==> config.mk <==
export PLATFORM = sky130hd
export DESIGN_NAME = bcd_serial_adder
export DESIGN_NICKNAME = d
export VERILOG_FILES = /design/src/rtl/bcd_pkg.sv /design/src/rtl/bcd_digit_add.sv /design/src/rtl/bcd_serial_adder.sv
export SDC_FILE = /design/constraint.sdc
export NUM_CORES = 1
export LEC_CHECK = 0
export CAP_MARGIN = 0
export CORE_MARGIN = 4
export CORE_UTILIZATION = 50
export DETAILED_ROUTE_END_ITERATION = 8
export GPL_TIMING_DRIVEN = 1
export PLACE_DENSITY = 0.79
export RECOVER_POWER = 25
export SLEW_MARGIN = 10
export SYNTH_ARGS = -nofsm -noshare
export SYNTH_HDL_FRONTEND = slang
export SYNTH_SLANG_ARGS = --single-unit
==> constraint.sdc <==
create_clock -name clk -period 2.89 [get_ports clk]
set_input_delay 0.289 -clock clk [delete_from_list [all_inputs] [get_ports clk]]
set_output_delay 0.289 -clock clk [all_outputs]
set_load 0.01 [all_outputs]
==> src/rtl/bcd_pkg.sv <==
// Shared definitions for the digit-serial BCD adder: digit geometry,
// controller state encoding and the 9's complement helper.
package bcd_pkg;

  localparam int         BCD_DIGIT_W = 4;
  localparam logic [3:0] BCD_MAX     = 4'd9;

  typedef enum logic [1:0] {
    IDLE = 2'd0,
    RUN  = 2'd1,
    DONE = 2'd2
  } state_t;

  // Wraps modulo 16 so invalid codes still give a deterministic operand.
  function automatic logic [BCD_DIGIT_W-1:0] nines_comp(input logic [BCD_DIGIT_W-1:0] d);
    nines_comp = BCD_MAX - d;
  endfunction

endpackage

==> src/rtl/bcd_digit_add.sv <==
// One-digit BCD adder/subtractor with decimal correction and
// invalid-digit detection; purely combinational.
module bcd_digit_add
  import bcd_pkg::*;
(
  input  logic [BCD_DIGIT_W-1:0] i_a,
  input  logic [BCD_DIGIT_W-1:0] i_b,
  input  logic                   i_cin,
  input  logic                   i_sub,
  output logic [BCD_DIGIT_W-1:0] o_digit,
  output logic                   o_cout,
  output logic                   o_bad
);

  logic [BCD_DIGIT_W-1:0] w_bd;
  logic [BCD_DIGIT_W:0]   w_raw;
  logic [BCD_DIGIT_W-1:0] w_adj;

  // Digit sum, +6 correction above nine, and operand validity check.
  always_comb begin
    w_bd    = i_sub ? nines_comp(i_b) : i_b;
    w_raw   = {1'b0, i_a} + {1'b0, w_bd} + {4'd0, i_cin};
    w_adj   = w_raw[BCD_DIGIT_W-1:0] + 4'd6;
    o_digit = w_raw[BCD_DIGIT_W-1:0];
    o_cout  = 1'b0;
    if (w_raw > {1'b0, BCD_MAX}) begin
      o_digit = w_adj;
      o_cout  = 1'b1;
    end else begin
      o_digit = w_raw[BCD_DIGIT_W-1:0];
      o_cout  = 1'b0;
    end
    // Validity is judged on the original B digit, not its complement.
    o_bad = (i_a > BCD_MAX) | (i_b > BCD_MAX);
  end

endmodule

==> src/rtl/bcd_serial_adder.sv <==
// Digit-serial packed-BCD add/subtract controller: one shared digit adder
// stepped LSD-first across DIGITS digits between two valid/ready handshakes.
module bcd_serial_adder
  import bcd_pkg::*;
#(
  parameter int DIGITS = 4
) (
  input  logic                          clk,
  input  logic                          resetn,
  input  logic                          in_valid,
  output logic                          in_ready,
  input  logic [BCD_DIGIT_W*DIGITS-1:0] a,
  input  logic [BCD_DIGIT_W*DIGITS-1:0] b,
  input  logic                          cin,
  input  logic                          sub,
  output logic                          out_valid,
  input  logic                          out_ready,
  output logic [BCD_DIGIT_W*DIGITS-1:0] sum,
  output logic                          cout,
  output logic                          err
);

  localparam int               W     = BCD_DIGIT_W * DIGITS;
  localparam int               CNT_W = $clog2(DIGITS);
  localparam logic [CNT_W-1:0] LAST  = CNT_W'(DIGITS - 1);

  state_t                 r_state;
  state_t                 w_state_nxt;
  logic [W-1:0]           r_a_sr;
  logic [W-1:0]           r_b_sr;
  logic [W-1:0]           r_sum;
  logic [CNT_W-1:0]       r_cnt;
  logic                   r_carry;
  logic                   r_sub;
  logic                   r_cout;
  logic                   r_err;
  logic                   r_in_ready;
  logic                   r_out_valid;
  logic                   w_accept;
  logic                   w_last;
  logic [BCD_DIGIT_W-1:0] w_digit;
  logic                   w_dcout;
  logic                   w_bad;

  assign w_accept  = in_valid & r_in_ready;
  assign w_last    = (r_cnt == LAST);
  assign in_ready  = r_in_ready;
  assign out_valid = r_out_valid;
  assign sum       = r_sum;
  assign cout      = r_cout;
  assign err       = r_err;

  bcd_digit_add u_digit (
    .i_a     (r_a_sr[BCD_DIGIT_W-1:0]),
    .i_b     (r_b_sr[BCD_DIGIT_W-1:0]),
    .i_cin   (r_carry),
    .i_sub   (r_sub),
    .o_digit (w_digit),
    .o_cout  (w_dcout),
    .o_bad   (w_bad)
  );

  // Next-state decode for the IDLE/RUN/DONE controller.
  always_comb begin
    w_state_nxt = r_state;
    case (r_state)
      IDLE: begin
        if (w_accept) w_state_nxt = RUN;
        else          w_state_nxt = IDLE;
      end
      RUN: begin
        if (w_last) w_state_nxt = DONE;
        else        w_state_nxt = RUN;
      end
      DONE: begin
        if (out_ready) w_state_nxt = IDLE;
        else           w_state_nxt = DONE;
      end
      default: w_state_nxt = IDLE;
    endcase
  end

  // State register plus handshake flags registered from the next state.
  always_ff @(posedge clk or negedge resetn) begin
    if (!resetn) begin
      r_state     <= IDLE;
      r_in_ready  <= 1'b1;
      r_out_valid <= 1'b0;
    end else begin
      r_state     <= w_state_nxt;
      r_in_ready  <= (w_state_nxt == IDLE);
      r_out_valid <= (w_state_nxt == DONE);
    end
  end

  // Operand capture on accept, then one digit step per RUN cycle.
  always_ff @(posedge clk or negedge resetn) begin
    if (!resetn) begin
      r_a_sr  <= {W{1'b0}};
      r_b_sr  <= {W{1'b0}};
      r_sum   <= {W{1'b0}};
      r_cnt   <= {CNT_W{1'b0}};
      r_carry <= 1'b0;
      r_sub   <= 1'b0;
      r_cout  <= 1'b0;
      r_err   <= 1'b0;
    end else begin
      case (r_state)
        IDLE: begin
          if (w_accept) begin
            r_a_sr  <= a;
            r_b_sr  <= b;
            r_carry <= sub ? 1'b1 : cin;
            r_sub   <= sub;
            r_cnt   <= {CNT_W{1'b0}};
          end else begin
            r_cnt   <= r_cnt;
          end
        end
        RUN: begin
          r_a_sr  <= {{BCD_DIGIT_W{1'b0}}, r_a_sr[W-1:BCD_DIGIT_W]};
          r_b_sr  <= {{BCD_DIGIT_W{1'b0}}, r_b_sr[W-1:BCD_DIGIT_W]};
          r_sum   <= {w_digit, r_sum[W-1:BCD_DIGIT_W]};
          r_carry <= w_dcout;
          r_cout  <= w_dcout;
          // The first digit restarts the error flag so it never leaks between operations.
          r_err   <= ((r_cnt == {CNT_W{1'b0}}) ? 1'b0 : r_err) | w_bad;
          r_cnt   <= r_cnt + CNT_W'(1);
        end
        DONE: begin
          r_cnt <= r_cnt;
        end
        default: begin
          r_cnt <= {CNT_W{1'b0}};
        end
      endcase
    end
  end

endmodule
==> key figures, run 1 <==
Critical path
  – Worst path required time: 3.11 ns
  – Endpoint type of the worst setup path: register
  – Startpoint Class: register
  – R2R setup slack: approximately 0.20 ns
  – Max Fanout on Critical Path: 5
  – Kind of critical path: reg2reg
  – WP data arrival: 2.91 ns

Detailed routing
  – Post-route ant nets: 0
  – Vias after detailed routing: roughly 2100
  – Drt via density: 5.28
  – DRT Pass-1 Iters: 4
  – Avg WL per Cell: around 14 um
  – Post-Route WL: 5.61 mm
  – Residual DRC count: 0
  – 1st-iter DRT viols: between 60 and 70

Floorplanning
  – Die X: a little over 80 um
  – Initial cell density of the core: 52.1%
  – Core area: 5170 um2
  – Ports: between 50 and 60
  – Die Ht: 81.4 um
  – Site row count: 26
  – DIE AREA: 6630 um2

GRT
  – Initial antenna violation count: 0
  – GR Overflow Total: 0
  – GRT Util Overall: between 10% and 20%
  – First-pass GRT wire length: between 9 and 10 mm
  – Largest net degree at the start of global routing: 52
  – Vias in the first global route: about 2100

Timing
  – Final Cycle Share: 93.1%
  – Slew Viols, Final: 0
  – Minimum clock period: about 2.7 ns
  – Final setup fails: 0
  – Worst-Margin Slew: 1.28 ns
  – Rel. slew slack: 14.6%
  – Fmax: 0.372 GHz
  – Clk_skew: 0.00570 ns
  – Hold_ws: 0.479 ns
  – Final hold violations: 0

Power
  – IR drop worst, VDD: 523 uV
  – Leakage power: 1.76 nW
  – Power density cells: 1190 nW/um2

Synth
  – Ys Warns: 0
  – Netlist Area Pre-Place: 2700 um2
  – Xor/xnor share of the synthesized area: between 1 and 1.5%
  – Post-synthesis sequential area ratio: 53.9%
  – Fraction of registers with async set/reset: 100%
  – Most used DFF post-synth: dfrtp_1
  – Largest family of logic cells by synthesized area: compound AO/OA/AOI/OAI gates
  – Post-synth EDFFs: 0
  – Adder-Cell Fraction of Synth Area: between 4 and 5%
  – Post-synth net total: approximately 310
  – Multiplexer share of the synthesized area: 9.33%
  – Simple logic cell fraction of the synthesized area: about 13%
  – Synth unique cells: 36
  – Synth Register Bits: 58
  – Post-synthesis instance total: approximately 260
  – Compound-Gate Fraction of Synth Area: roughly 14%
  – Average cell area after synthesis: around 10 um2

Finish
  – Most common cell after layout, fill and taps aside: nand2_1
  – Most frequent cells in the layout: 70 x nand2_1, 56 x dfrtp_1, 56 x clkdlybuf4s50_1, 31 x o21ai_0, 24 x mux2i_1
  – Area grow syn2layout: 31.9%
  – Proportion of layout cells with a drive suffix above 1: 8.81%
  – Nets: between 300 and 400
  – ANT cells: 0
  – Utilization after layout: 68.8%

Clock network
  – CTS tree: yes
  – Clock tree buffer depth: 2
  – Clk sinks: 58
  – Htree depth: 3
  – Reg clk slew, reported paths: 0.06 ns
  – Root Buffer Master: clkbuf_8
  – Clk Latency, worst-skew pair: 0.33 ns
  – CTS Buf Count: 9

Job
  – Max-Cap Viols: 0

Place
  – Post-DP HPWL: 4.03 mm
  – GP Congestion: between 0.7 and 0.8
  – I/O Buffers: 57

Status
  – Status: finished, final reports clean

Worst hold path
  – Worst hold path type: reg2reg
[path summary, 6_finish.rpt]
path                            from  cells past startpoint         to
max                        r_b_sr[1]                     12    sum[13]
min in group asynchronous     resetn                      2     sum[4]
max reg2reg                r_b_sr[1]                     12    sum[13]
min reg2reg                r_b_sr[5]                      2  r_b_sr[1]
min                        r_b_sr[5]                      2  r_b_sr[1]
max in group asynchronous     resetn                      3  r_b_sr[1]
[per-stage QoR]
step                      setup TNS (ns)  std cells  cell area [um2]  power (mW)  worst slack (ns)
after floorplan                        0        261             2700        2.78             0.369
after CTS                              0        397             3540        4.19             0.176
after global routing             -0.0728        399             3560        4.58           -0.0402
after detailed placement               0        380             3330        3.43             0.191
after global placement                 0        380             3330        3.33             0.271
final                                  0        399             3560        4.22             0.198
[state kept, by name, summed over array words and instances (netlist names)]
register   count
r_sub          1
cout           1
sum           16
in_ready       1
r_carry        1
err            1
r_a_sr        16
r_cnt          2
r_b_sr        16
r_state        2
out_valid      1
[metal layers]
metal	vias up	GRT usage [%]	part of all wire, %
li1	1016	-	-
met1	1010	21.9	43
met2	64	30.6	48
met3	15	6.80	6.9
met4	0	7.43	2.1
met5	-	0	0
[layout make-up]
| type | count | area [um2] |
|---|---|---|
| clock inverter | 2 | 35.0 |
| sequential | 58 | 1450 |
| tap | 70 | 87.6 |
| clock buffer | 14 | 163 |
| fill | 404 | 1620 |
| multi-input combinational | 180 | 1150 |
| inverter | 9 | 33.8 |
| timing repair buffer | 66 | 634 |
[synthesized netlist by cell type (2+ instances only)]
| cell type | n | share of area [%] |
|---|---|---|
| nand2_1 | 70 | 9.7 |
| dfrtp_1 | 57 | 53 |
| o21ai_0 | 31 | 5.8 |
| mux2i_1 | 24 | 8.9 |
| a22o_1 | 9 | 2.9 |
| inv_1 | 9 | 1.3 |
| ha_1 | 7 | 3.2 |
| buf_2 | 6 | 1.1 |
| clkbuf_1 | 6 | 0.84 |
| a21o_1 | 5 | 1.4 |
| a21oi_1 | 3 | 0.56 |
| nor2b_1 | 3 | 0.70 |
| o31ai_1 | 3 | 0.84 |
| buf_4 | 2 | 0.56 |
| fa_1 | 2 | 1.5 |
| o21a_1 | 2 | 0.56 |
| xnor2_1 | 2 | 0.65 |
| xor2_1 | 2 | 0.65 |
[kinds of logic (layout without fill, tap and decap cells)]
group | after synthesis | after routing
buf+inv | 23 | 91
compound gates | 61 | 61
flops | 58 | 58
fa+ha+maj | 9 | 9
mux | 25 | 25
simple gates | 81 | 81
xor+xnor | 4 | 4
[power breakdown]
part | total [mW] | internal (mW) | switching, mW
Clock | 0.744 | 0.445 | 0.299
Sequential | 1.40 | 1.17 | 0.234
Combinational | 2.08 | 0.967 | 1.11
Total | 4.22 | 2.58 | 1.65
[repair_timing]
action                     CTS  global route
hold endpoints to repair    22             0
buffers inserted             0             2
hold buffers                 1             0
setup endpoints to repair    0             1
gates resized for setup      0             2
[critical path, stage by stage, from the launching register on]
cell and delay [ns]:
dfrtp_2 0.40, inv_1 0.06, ha_1 0.28, nand2_1 0.06, o21ai_0 0.08, ha_1 0.39, xor2_2 0.21, inv_1 0.06
ha_1 0.23, nand2_1 0.09, o31ai_1 0.13, a221o_1 0.31, a211o_1 0.26
No activity file was read; power rests on OpenSTA's default activity.
==> run 2, diff against run 1 <==
--- a/config.mk
+++ b/config.mk
@@ -8,6 +8,7 @@
 export CAP_MARGIN = 0
 export CORE_MARGIN = 4
 export CORE_UTILIZATION = 50
+export CTS_CLUSTER_SIZE = 16
 export DETAILED_ROUTE_END_ITERATION = 8
 export GPL_TIMING_DRIVEN = 1
 export PLACE_DENSITY = 0.79
==> results of run 2 <==
No change in the layout: final DEF, timing and power equal those of run 1.
==> run 3, diff against run 2 <==
--- a/config.mk
+++ b/config.mk
@@ -5,7 +5,8 @@
 export SDC_FILE = /design/constraint.sdc
 export NUM_CORES = 1
 export LEC_CHECK = 0
-export CAP_MARGIN = 0
+export CAP_MARGIN = 20
+export CORE_ASPECT_RATIO = 0.6
 export CORE_MARGIN = 4
 export CORE_UTILIZATION = 50
 export CTS_CLUSTER_SIZE = 16
==> run 3 against run 2 <==
  * Design area increased by 0.81%
  * Largest cell class unchanged
  * Critical path type unchanged
  * Sequential share of layout area decreased by 0.33 points
  * Critical endpoint unchanged
  * Worst setup slack got worse by 0.063 ns
==> key figures, run 3 (synthesis gave the netlist of run 1 again) <==
Floorplanning
  – DIE AREA: 6670 um2 (was 6630 um2)
  – Core area: 5130 um2 (was 5170 um2)
  – Die Ht: 64.9 um (was 81.4 um)
  – Initial cell density of the core: 52.6% (was 52.1%)
  – Ports: 58 (unchanged)
  – Site row count: 20 (was 26)
  – Die X: 103 um (was 81.4 um)

Detailed routing
  – Post-route ant nets: 0 (unchanged)
  – DRT Pass-1 Iters: 4 (unchanged)
  – Max Used Layer: met4 (unchanged)
  – 1st-iter DRT viols: 71 (was 66)
  – Post-Route WL: 5.99 mm (was 5.61 mm)
  – Residual DRC count: 0 (unchanged)
  – Vias after detailed routing: 2068 (was 2105)
  – Post-Route M1 WL: 2.77 mm (was 2.43 mm)
  – Drt via density: 5.29 (was 5.28)
  – Avg WL per Cell: 15.3 um (was 14.1 um)
  – Met2 WL: 2.77 mm (was 2.68 mm)
  – DR WL met3: 390 um (unchanged)

Finish
  – Fillers: 381 (was 404)
  – Fin cells: 391 (was 399)
  – ANT cells: 0 (unchanged)
  – Nets: 367 (was 371)
  – Most common cell after layout, fill and taps aside: nand2_1 (unchanged)
  – Proportion of layout cells with a drive suffix above 1: 9.54% (was 8.81%)
  – Most frequent cells in the layout: 70 x nand2_1, 56 x dfrtp_1, 56 x clkdlybuf4s50_1, 31 x o21ai_0, 24 x mux2i_1 (unchanged)
  – Area grow syn2layout: 33.0% (was 31.9%)

Critical path
  – Kind of critical path: reg2reg (unchanged)
  – CP cell instances: inv_1 -> ha_1 -> nand2_1 -> o21ai_0 -> ha_1 -> xor2_2 -> inv_1 -> ha_1 -> nand2_1 -> o31ai_1 -> a221o_1 -> a211o_1 (unchanged)
  – Endpoint type of the worst setup path: register (unchanged)
  – Top Family by Delay on Critical Path: adder cells (unchanged)
  – Startpoint Class: register (unchanged)
  – Max Fanout on Critical Path: 5 (unchanged)
  – CP max stage delay: 0.41 ns (was 0.40 ns)
  – CP Buf/Inv Count: 2 (unchanged)
  – WP data arrival: 2.96 ns (was 2.91 ns)
  – R2R setup slack: 0.14 ns (was 0.20 ns)
  – Crit-path most repeated cell: ha_1 (unchanged)
  – Worst path required time: 3.10 ns (was 3.11 ns)
  – Slowest CP cell: dfrtp_2 (unchanged)

Timing
  – Hold_ws: 0.371 ns (was 0.479 ns)
  – Final setup fails: 0 (unchanged)
  – Worst-Margin Slew: 1.39 ns (was 1.28 ns)
  – Final hold violations: 0 (unchanged)
  – Final Cycle Share: 95.3% (was 93.1%)
  – Rel. slew slack: 7.17% (was 14.6%)
  – Slew Viols, Final: 0 (unchanged)
  – Fmax: 0.363 GHz (was 0.372 GHz)
  – Minimum clock period: 2.75 ns (was 2.69 ns)
  – Clk_skew: 0.00957 ns (was 0.00570 ns)

GRT
  – Largest net degree at the start of global routing: 59 (was 52)
  – GRT Util Overall: 19.2% (was 18.5%)
  – First-pass GRT wire length: 9.76 mm (was 9.17 mm)
  – GR Overflow Total: 0 (unchanged)
  – Initial antenna violation count: 0 (unchanged)
  – Vias in the first global route: 2037 (was 2086)

Power
  – Power density cells: 1250 nW/um2 (was 1190 nW/um2)
  – Leakage power: 1.78 nW (was 1.76 nW)
  – IR drop worst, VDD: 635 uV (was 523 uV)

Clock network
  – Reg clk slew, reported paths: 0.07 ns (was 0.06 ns)
  – Clk sinks: 58 (unchanged)
  – Htree depth: 3 (unchanged)
  – CTS tree: yes (unchanged)
  – Hold buffers post-CTS: 0 (was 1)
  – Clk Latency, worst-skew pair: 0.33 ns (about the same)
  – Clock tree buffer depth: 2 (unchanged)
  – CTS Buf Count: 9 (unchanged)
  – Root Buffer Master: clkbuf_8 (unchanged)

Status
  – Status: finished, final reports clean (unchanged)

Job
  – Max-Cap Viols: 0 (unchanged)

Place
  – GP Congestion: 0.831 (was 0.765)
  – DP Cell Count: 374 (was 380)
  – I/O Buffers: 57 (unchanged)
  – Post-DP HPWL: 3.96 mm (was 4.03 mm)

Worst hold path
  – Worst hold path type: in2async (was reg2reg)
## run 3: cell count changes in the layout (fill, tap and decap cells not counted), moves of 2 or more
cell	change
buf_4	-4
clkbuf_1	-3
bufinv_16	+3
clkbuf_8	-2
## run 3: final timing paths
check / startpoint / cells past startpoint / endpoint
worst min register to register: sum[3] / 2 / sum[3]
worst max-delay path: r_b_sr[1] / 12 / sum[13]
worst max register to register: r_b_sr[1] / 12 / sum[13]
min in group clk: sum[3] / 2 / sum[3]
worst min-delay path: resetn / 2 / sum[7]
max in group asynchronous: resetn / 2 / r_b_sr[1]
## run 3: per-layer routing
metal / GRT usage [%] / up-vias
li1: - / 1012
met3: 6.34 / 7
met5: 0 / -
met4: 6.46 / 0
met1: 27.0 / 986
met2: 28.0 / 63
## run 3: what timing repair did
action / 4_1_cts / 5_1_grt
setup buffers: 0 / 1
resized for setup: 0 / 2
endpoints found under the setup margin: 0 / 1
## run 3: worst register-to-register path: stages, from the launching register on
cell and delay [ns]:
dfrtp_2 0.41, inv_1 0.06, ha_1 0.28, nand2_1 0.07, o21ai_0 0.09, ha_1 0.38
xor2_2 0.19, inv_1 0.07, ha_1 0.23, nand2_1 0.12, o31ai_1 0.16, a221o_1 0.32
a211o_1 0.27
## run 3: layout make-up
class / count / area [um2] / share of cell area (%)
Timing Repair Buffer: 62 / 601 / 16.7
Inverter: 9 / 33.8 / 0.942
Sequential cell: 58 / 1450 / 40.5
Tap cell: 66 / 82.6 / 2.30
Clock inverter: 6 / 130 / 3.63
Multi-Input combinational cell: 180 / 1160 / 32.3
Clock buffer: 10 / 128 / 3.56
## run 3: where the power goes
group	internal [mW]	leakage [nW]	switching, mW	total (mW)
Sequential	1.17	0.750	0.244	1.41
Clock	0.657	0.130	0.305	0.963
Combinational	0.956	0.902	1.17	2.13
## run 3: stage by stage
stage                     TNS (ns)  total power, mW  utilization [%]  setup slack [ns]  cell area, um2
after detailed placement         0             3.43             64.6             0.160            3310
after global placement           0             3.35             64.6             0.280            3310
final                            0             4.50             69.9             0.135            3590
after floorplan                  0             2.78                -             0.369            2700
after global routing      -0.00381             4.82             69.9          -0.00381            3590
after CTS                        0             4.46             69.6            0.0265            3570
